--- config.mk ---
export PLATFORM = sky130hd
export DESIGN_NAME = mac_phase_sequencer
export DESIGN_NICKNAME = d
export VERILOG_FILES = /design/src/rtl/mac_phase_sequencer.sv
export SDC_FILE = /design/constraint.sdc
export NUM_CORES = 1
export LEC_CHECK = 0
export CORE_MARGIN = 5
export CORE_UTILIZATION = 45
export CTS_CLUSTER_DIAMETER = 100
export CTS_CLUSTER_SIZE = 40
export DETAILED_ROUTE_END_ITERATION = 6
export PLACE_DENSITY = 0.73
export SLEW_MARGIN = 20
export SYNTH_ARGS = -nofsm -noshare
export SYNTH_HDL_FRONTEND = slang
export SYNTH_SLANG_ARGS = --single-unit
export TNS_END_PERCENT = 1
--- constraint.sdc ---
create_clock -name clk -period 1.75 [get_ports clk]
set_input_delay 0.175 -clock clk [delete_from_list [all_inputs] [get_ports clk]]
set_output_delay 0.175 -clock clk [all_outputs]
set_load 0.02 [all_outputs]
--- src/rtl/mac_phase_sequencer.sv ---
// mac_phase_sequencer
// Steps the shared MAC datapath through NUM_PHASES accumulation phases of
// PHASE_LEN beats, waits out the MAC pipeline after each phase, then writes
// the phase result to the result buffer over a valid/ready handshake.
//
//   state   | meaning
//   --------+-----------------------------------------------------------
//   S_IDLE  | waiting for start; phase and addr parked at 0
//   S_RUN   | issuing MAC beats at addr; a stall holds everything
//   S_DRAIN | waiting MAC_LAT cycles for the accumulator to settle
//   S_WRITE | res_we held with res_idx=phase until res_ready
//   S_DONE  | one-cycle done pulse, then back to idle
module mac_phase_sequencer #(
  parameter int NUM_PHASES = 4,
  parameter int PHASE_LEN  = 36,
  parameter int MAC_LAT    = 3,
  parameter int PH_W       = (NUM_PHASES > 1) ? $clog2(NUM_PHASES) : 1,
  parameter int ADDR_W     = (PHASE_LEN > 1) ? $clog2(PHASE_LEN) : 1
) (
  input  logic              clk,
  input  logic              reset,
  input  logic              start,
  input  logic              stall,
  input  logic              res_ready,
  output logic              busy,
  output logic [PH_W-1:0]   phase,
  output logic [ADDR_W-1:0] addr,
  output logic              mac_en,
  output logic              acc_clr,
  output logic              res_we,
  output logic [PH_W-1:0]   res_idx,
  output logic              done
);

  // Drain counter is sized to hold MAC_LAT; kept at one bit when unused.
  localparam int DR_W = (MAC_LAT > 0) ? $clog2(MAC_LAT + 1) : 1;

  localparam logic [PH_W-1:0]   PH_LAST   = PH_W'(NUM_PHASES - 1);
  localparam logic [ADDR_W-1:0] ADDR_LAST = ADDR_W'(PHASE_LEN - 1);
  localparam logic [DR_W-1:0]   DR_LOAD   = DR_W'(MAC_LAT);
  localparam logic [DR_W-1:0]   DR_ONE    = DR_W'(1);

  typedef enum logic [2:0] {
    S_IDLE  = 3'd0,
    S_RUN   = 3'd1,
    S_DRAIN = 3'd2,
    S_WRITE = 3'd3,
    S_DONE  = 3'd4
  } state_t;

  state_t            state, state_n;
  logic [PH_W-1:0]   phase_n;
  logic [ADDR_W-1:0] addr_n;
  logic [DR_W-1:0]   drain_cnt, drain_cnt_n;

  // State and counter registers; reset aborts any job in flight.
  always_ff @(posedge clk) begin
    if (reset) begin
      state     <= S_IDLE;
      phase     <= '0;
      addr      <= '0;
      drain_cnt <= '0;
    end else begin
      state     <= state_n;
      phase     <= phase_n;
      addr      <= addr_n;
      drain_cnt <= drain_cnt_n;
    end
  end

  // Next-state and counter update.
  always_comb begin
    state_n     = state;
    phase_n     = phase;
    addr_n      = addr;
    drain_cnt_n = drain_cnt;
    case (state)
      S_IDLE: begin
        if (start) begin
          state_n = S_RUN;
          phase_n = '0;
          addr_n  = '0;
        end
      end
      S_RUN: begin
        if (!stall) begin
          if (addr == ADDR_LAST) begin
            addr_n = '0;
            // With no MAC latency the result is already valid, skip DRAIN.
            if (MAC_LAT == 0) begin
              state_n = S_WRITE;
            end else begin
              state_n     = S_DRAIN;
              drain_cnt_n = DR_LOAD;
            end
          end else begin
            addr_n = addr + 1'b1;
          end
        end
      end
      S_DRAIN: begin
        drain_cnt_n = drain_cnt - 1'b1;
        if (drain_cnt == DR_ONE) begin
          state_n = S_WRITE;
        end
      end
      S_WRITE: begin
        if (res_ready) begin
          if (phase == PH_LAST) begin
            state_n = S_DONE;
          end else begin
            phase_n = phase + 1'b1;
            state_n = S_RUN;
          end
        end
      end
      S_DONE: begin
        state_n = S_IDLE;
        phase_n = '0;
        addr_n  = '0;
      end
      default: begin
        state_n = S_IDLE;
        phase_n = '0;
        addr_n  = '0;
      end
    endcase
  end

  // Output decode; only mac_en/acc_clr see an input (stall) combinationally.
  always_comb begin
    busy    = (state != S_IDLE);
    mac_en  = (state == S_RUN) && !stall;
    acc_clr = (state == S_RUN) && !stall && (addr == '0);
    res_we  = (state == S_WRITE);
    res_idx = phase;
    done    = (state == S_DONE);
  end

endmodule

# Word level (Yosys, flattened, before mapping)
# Cells that the tools add are included.
[word_totals]
latch_bits = 0
mem_bits_ro = 0
ram_bits = 0
memories = 0
input_bits = 5
out_inout_bits = 15
reg_bits = 13
wordCells = 53
[op_classes]
shifts = 0
n_addsub = 3
magnitude_cmp = 0
n_bitwise = 2
n_reduce_logical = 13
mux = 18
div_mod_pow = 0
multipliers = 0
eq_ne = 13
[ops]
columns = ["operator", "n"]
rows = [
  ["2-to-1 mux 3 bit", 6],
  ["2-to-1 mux 6 bit", 3],
  ["one-hot mux 6 bit (3 select lines)", 1],
  ["inequality test 2 bit (second input constant)", 6],
  ["one-hot mux 3 bit (4 select lines)", 1],
  ["2-to-1 mux 2 bit", 5],
  ["adder 6 x 1 -> 6 bit (second input constant)", 1],
  ["equality test 3 x 2 -> 1 bit (second input constant)", 2],
  ["equality test 6 bit (second input constant)", 1],
  ["logical NOT 6 bit", 1],
  ["one-hot mux 2 bit (3 select lines)", 1],
  ["AND reduction 3 bit", 2],
  ["AND reduction 5 bit", 1],
  ["one-hot mux 2 bit (2 select lines)", 1],
  ["AND reduction 4 bit", 1],
  ["OR reduction 2 bit", 2],
  ["equality test 3 x 1 -> 1 bit (second input constant)", 1],
  ["equality test 3 bit (second input constant)", 1],
  ["logical NOT 3 bit", 1],
  ["nonzero test 3 bit", 1],
  ["adder 2 x 1 -> 2 bit (second input constant)", 1],
  ["equality test 2 x 1 -> 1 bit (second input constant)", 1],
  ["equality test 2 bit (second input constant)", 1],
  ["logical AND 1 bit", 2],
  ["other kinds (4)", 5],
]

# Logic depth before layout (Yosys ltp)
[depth]
depth_word = 4
ltp_mapped = 5
ltp_nobuf = 5

# Worst setup path before layout
# OpenSTA, ideal clock, no wires.
[synth_timing]
path_kind = "flip-flop to output port"
start = "register state[1]"
end = "output port acc_clr"
required_ns = 1.575
stages_incl_launch_ff = 5
path_slack_ns = 0.126
arrival_time_ns = 1.449
cell_sequence = "dfxtp_1 > buf_4 > or3b_4 > nor2_2 > and4_1"
[synth_via]
elab_chain_cells = 3
[synth_lines]
columns = ["item", "line", "text"]
rows = [
  ["start: declaration", "51", "state_t state, state_n;"],
  ["start signal: assignment", "64", "state <= state_n;"],
  ["equality test 3 x 1 -> 1 bit", "n/a", ""],
  ["logical AND 1 bit", "n/a", ""],
  ["net mac_en", "28", "output logic mac_en,"],
  ["logical AND 1 bit", "134", "acc_clr = (state == S_RUN) && !stall && (addr == '0);"],
  ["end: declaration", "29", "output logic acc_clr,"],
]
# The timed path passes the listed nets, and every way through them passes these cells.

# Worst setup path in the final report
[layout_timing]
start = "register state[0]"
end = "output port busy"
[layout_via]
elab_chain_cells = 1
[layout_lines]
columns = ["item", "line", "text"]
rows = [
  ["nonzero test 3 bit", "132", "busy = (state != S_IDLE);"],
  ["end: declaration", "25", "output logic busy,"],
]
# No other way between the ends.

==> metrics.cfg <==
[outcome]
status = finished clean

[pwr]
p_leak_uw = 0.000442
p_per_area_nw_per_um2 = 553
vdd_drop_max_mv = 0.409

[worst_setup_path]
critPathRequiredTime_ns = 1.57
critical_path.max_stage_delay_ns = 0.36
crit_path_start_kind = register
worstPathCellList = buf_4 > or3_1 > dlygate4sd2_1
critPathSlowestCell = or3_1
crit_fanout = 12
worst-setup-path-type = reg -> out
end_kind = output port
critPathArrivalTime_ns = 1.44

[route]
viasPerCell = 5.30
drc_errors = 0
wl_met1_um = 869
route.met2.wl_um = 991
dr_wl_met3_um = 101
drt_pass1_iterations = 4
drt_wl_total_um = 1990
vias = 785
top_layer = met4
ant_nets = 0
first_iter_violations = 13
post_drt_wl_per_cell_um = 13.4

[final_layout]
layout_common_cells = clkdlybuf4s50_1 (14), dfxtp_1 (13), buf_4 (10), inv_1 (8), nor2_1 (8)
layout-drive-gt1-share = 0.220
antennaDiodeCount = 0
mostFrequentLayoutCell = clkdlybuf4s50_1
finish.instance_area_um2 = 1100
final_util = 0.633
nNetsFinal = 133
fillers = 166
synthToLayoutAreaGrowth_pct = 32.0

[global_routing]
grt_antenna_before_repair = 0
grt_max_degree = 13
grt_usage = 0.167
grt_pass1_vias = 800
overflow = 0
grt_first_pass_wirelength_um = 3480

[yosys]
synthFlopType = dfxtp_1
synthCells = 96
synth-seq-cells = 13
synth_area_per_cell_um2 = 8.72
ys_seq_area_frac = 0.311
ys_warn_count = 0
synth_edf_count = 0
ys_async_sr_fraction = 0
syn_nets = 105
syn_area_um2 = 837
synthDistinctLibCells = 40

[place]
hpwl_um = 1570
pre_cts_slack_ns = -0.0274
io_buffers = 19
gp_congestion = 0.827
dpl_cell_area_um2 = 1090

[clock_tree]
cts_sinks = 13
clk_pin_slew_ns = 0.08
cts_tree = done
clk_path_buf_depth = 2
clk_latency_ns = 0.28
cts_root_buf = clkbuf_4
cts_buffers = 3
cts_setup_buffers = 0
h-tree-depth = 1

[die]
start_util = 0.480
io_pins = 20
die_w_um = 53.1
row_count = 15
dieArea_um2 = 2820
core_region_area_um2 = 1750
fp.dieH_um = 53.1

[sta]
period_share = 0.924
tightest_slew_ns = 0.407
setup_viol = 0
slew-limit-headroom = 0.728
hold_viol = 0
rsz0062_at_grt = no
min_period_ns = 1.62
setup_ws_ns = 0.134
fin_skew_ns = 0.00414
fmax_mhz = 619
slew_violations = 0

[flow_run]
cap_violations = 0

[worst_hold_path]
hold_class = reg -> reg

-- critical path, delay by kind of cell (launching register included) --
family | cells | cell delay, ns
buf+inv | 2 | 0.48
flops | 1 | 0.31
simple gates | 1 | 0.36
-- routing by layer --
| layer | track usage | vias to the layer above |
|---|---|---|
| li1 | - | 397 |
| met4 | 0.0426 | 0 |
| met2 | 0.285 | 20 |
| met1 | 0.200 | 363 |
| met3 | 0.0507 | 5 |
| met5 | 0 | - |
-- Yosys cell counts, drive strengths merged (3+ instances only) --
cell / number / area [µm²]
inv: 8 / 30.0
or3: 4 / 25.0
ha: 4 / 50.1
nand2: 5 / 18.8
o21ai: 6 / 30.0
a31oi: 3 / 40.0
nor2: 9 / 36.3
nor3: 5 / 30.0
nand3b: 3 / 22.5
buf: 6 / 42.5
a21oi: 6 / 30.0
a211oi: 4 / 40.0
dfxtp: 13 / 260
-- final timing paths --
kind	from	endpoint	slack, ns	cells past startpoint
min reg2reg	phase[1]	phase[1]	0.49	2
min	phase[1]	phase[1]	0.49	2
max	state[0]	busy	0.13	3
max reg2reg	addr[0]	state[0]	0.21	4
-- sequential cells by signal, summed over array words and instances, names as in the netlist --
register,flops
drain_cnt,2
phase,2
state,3
addr,6
-- metrics by stage --
step	std cells	setup TNS, ns	power, µW	hold slack [ns]
after floorplan	96	0	386	0.385
after global placement	144	-0.0121	430	0.472
after detailed placement	144	-0.0274	433	0.481
after CTS	148	0	616	0.491
after global routing	148	0	648	0.516
final	148	0	611	0.488
-- timing repair --
item / in CTS / in global routing
setup endpoints to repair: 5 / 2
hold buffers: 0 / 0
pin swaps: 0 / 0
resized for setup: 7 / 3
-- report_power, final --
part	switching, µW	internal, µW
clock network	105	84.9
registers	4.85	301
logic	59.9	55.8
-- area by class of cell --
| type | count | area [µm²] | area share |
|---|---|---|---|
| inverter | 8 | 30.0 | 0.0272 |
| timing repair buffer | 29 | 251 | 0.228 |
| sequential | 13 | 260 | 0.236 |
| tap | 25 | 31.3 | 0.0283 |
| multi-input combinational | 69 | 504 | 0.456 |
| clock buffer | 3 | 22.5 | 0.0204 |
| clock inverter | 1 | 5.00 | 0.00453 |
-- cell families (layout without fill, tap and decap cells) --
logic type,count (synthesis),count (layout),synth area share
XOR/XNOR,1,1,0.0105
adder cells (fa/ha/maj),4,4,0.0598
flip-flops,13,13,0.311
AND/OR/NAND/NOR,39,39,0.287
AO/OA/AOI/OAI,24,24,0.233
buffers and inverters,14,41,0.0867
multiplexers,1,1,0.0120
Note: power is estimated with default switching activity, not from simulation.
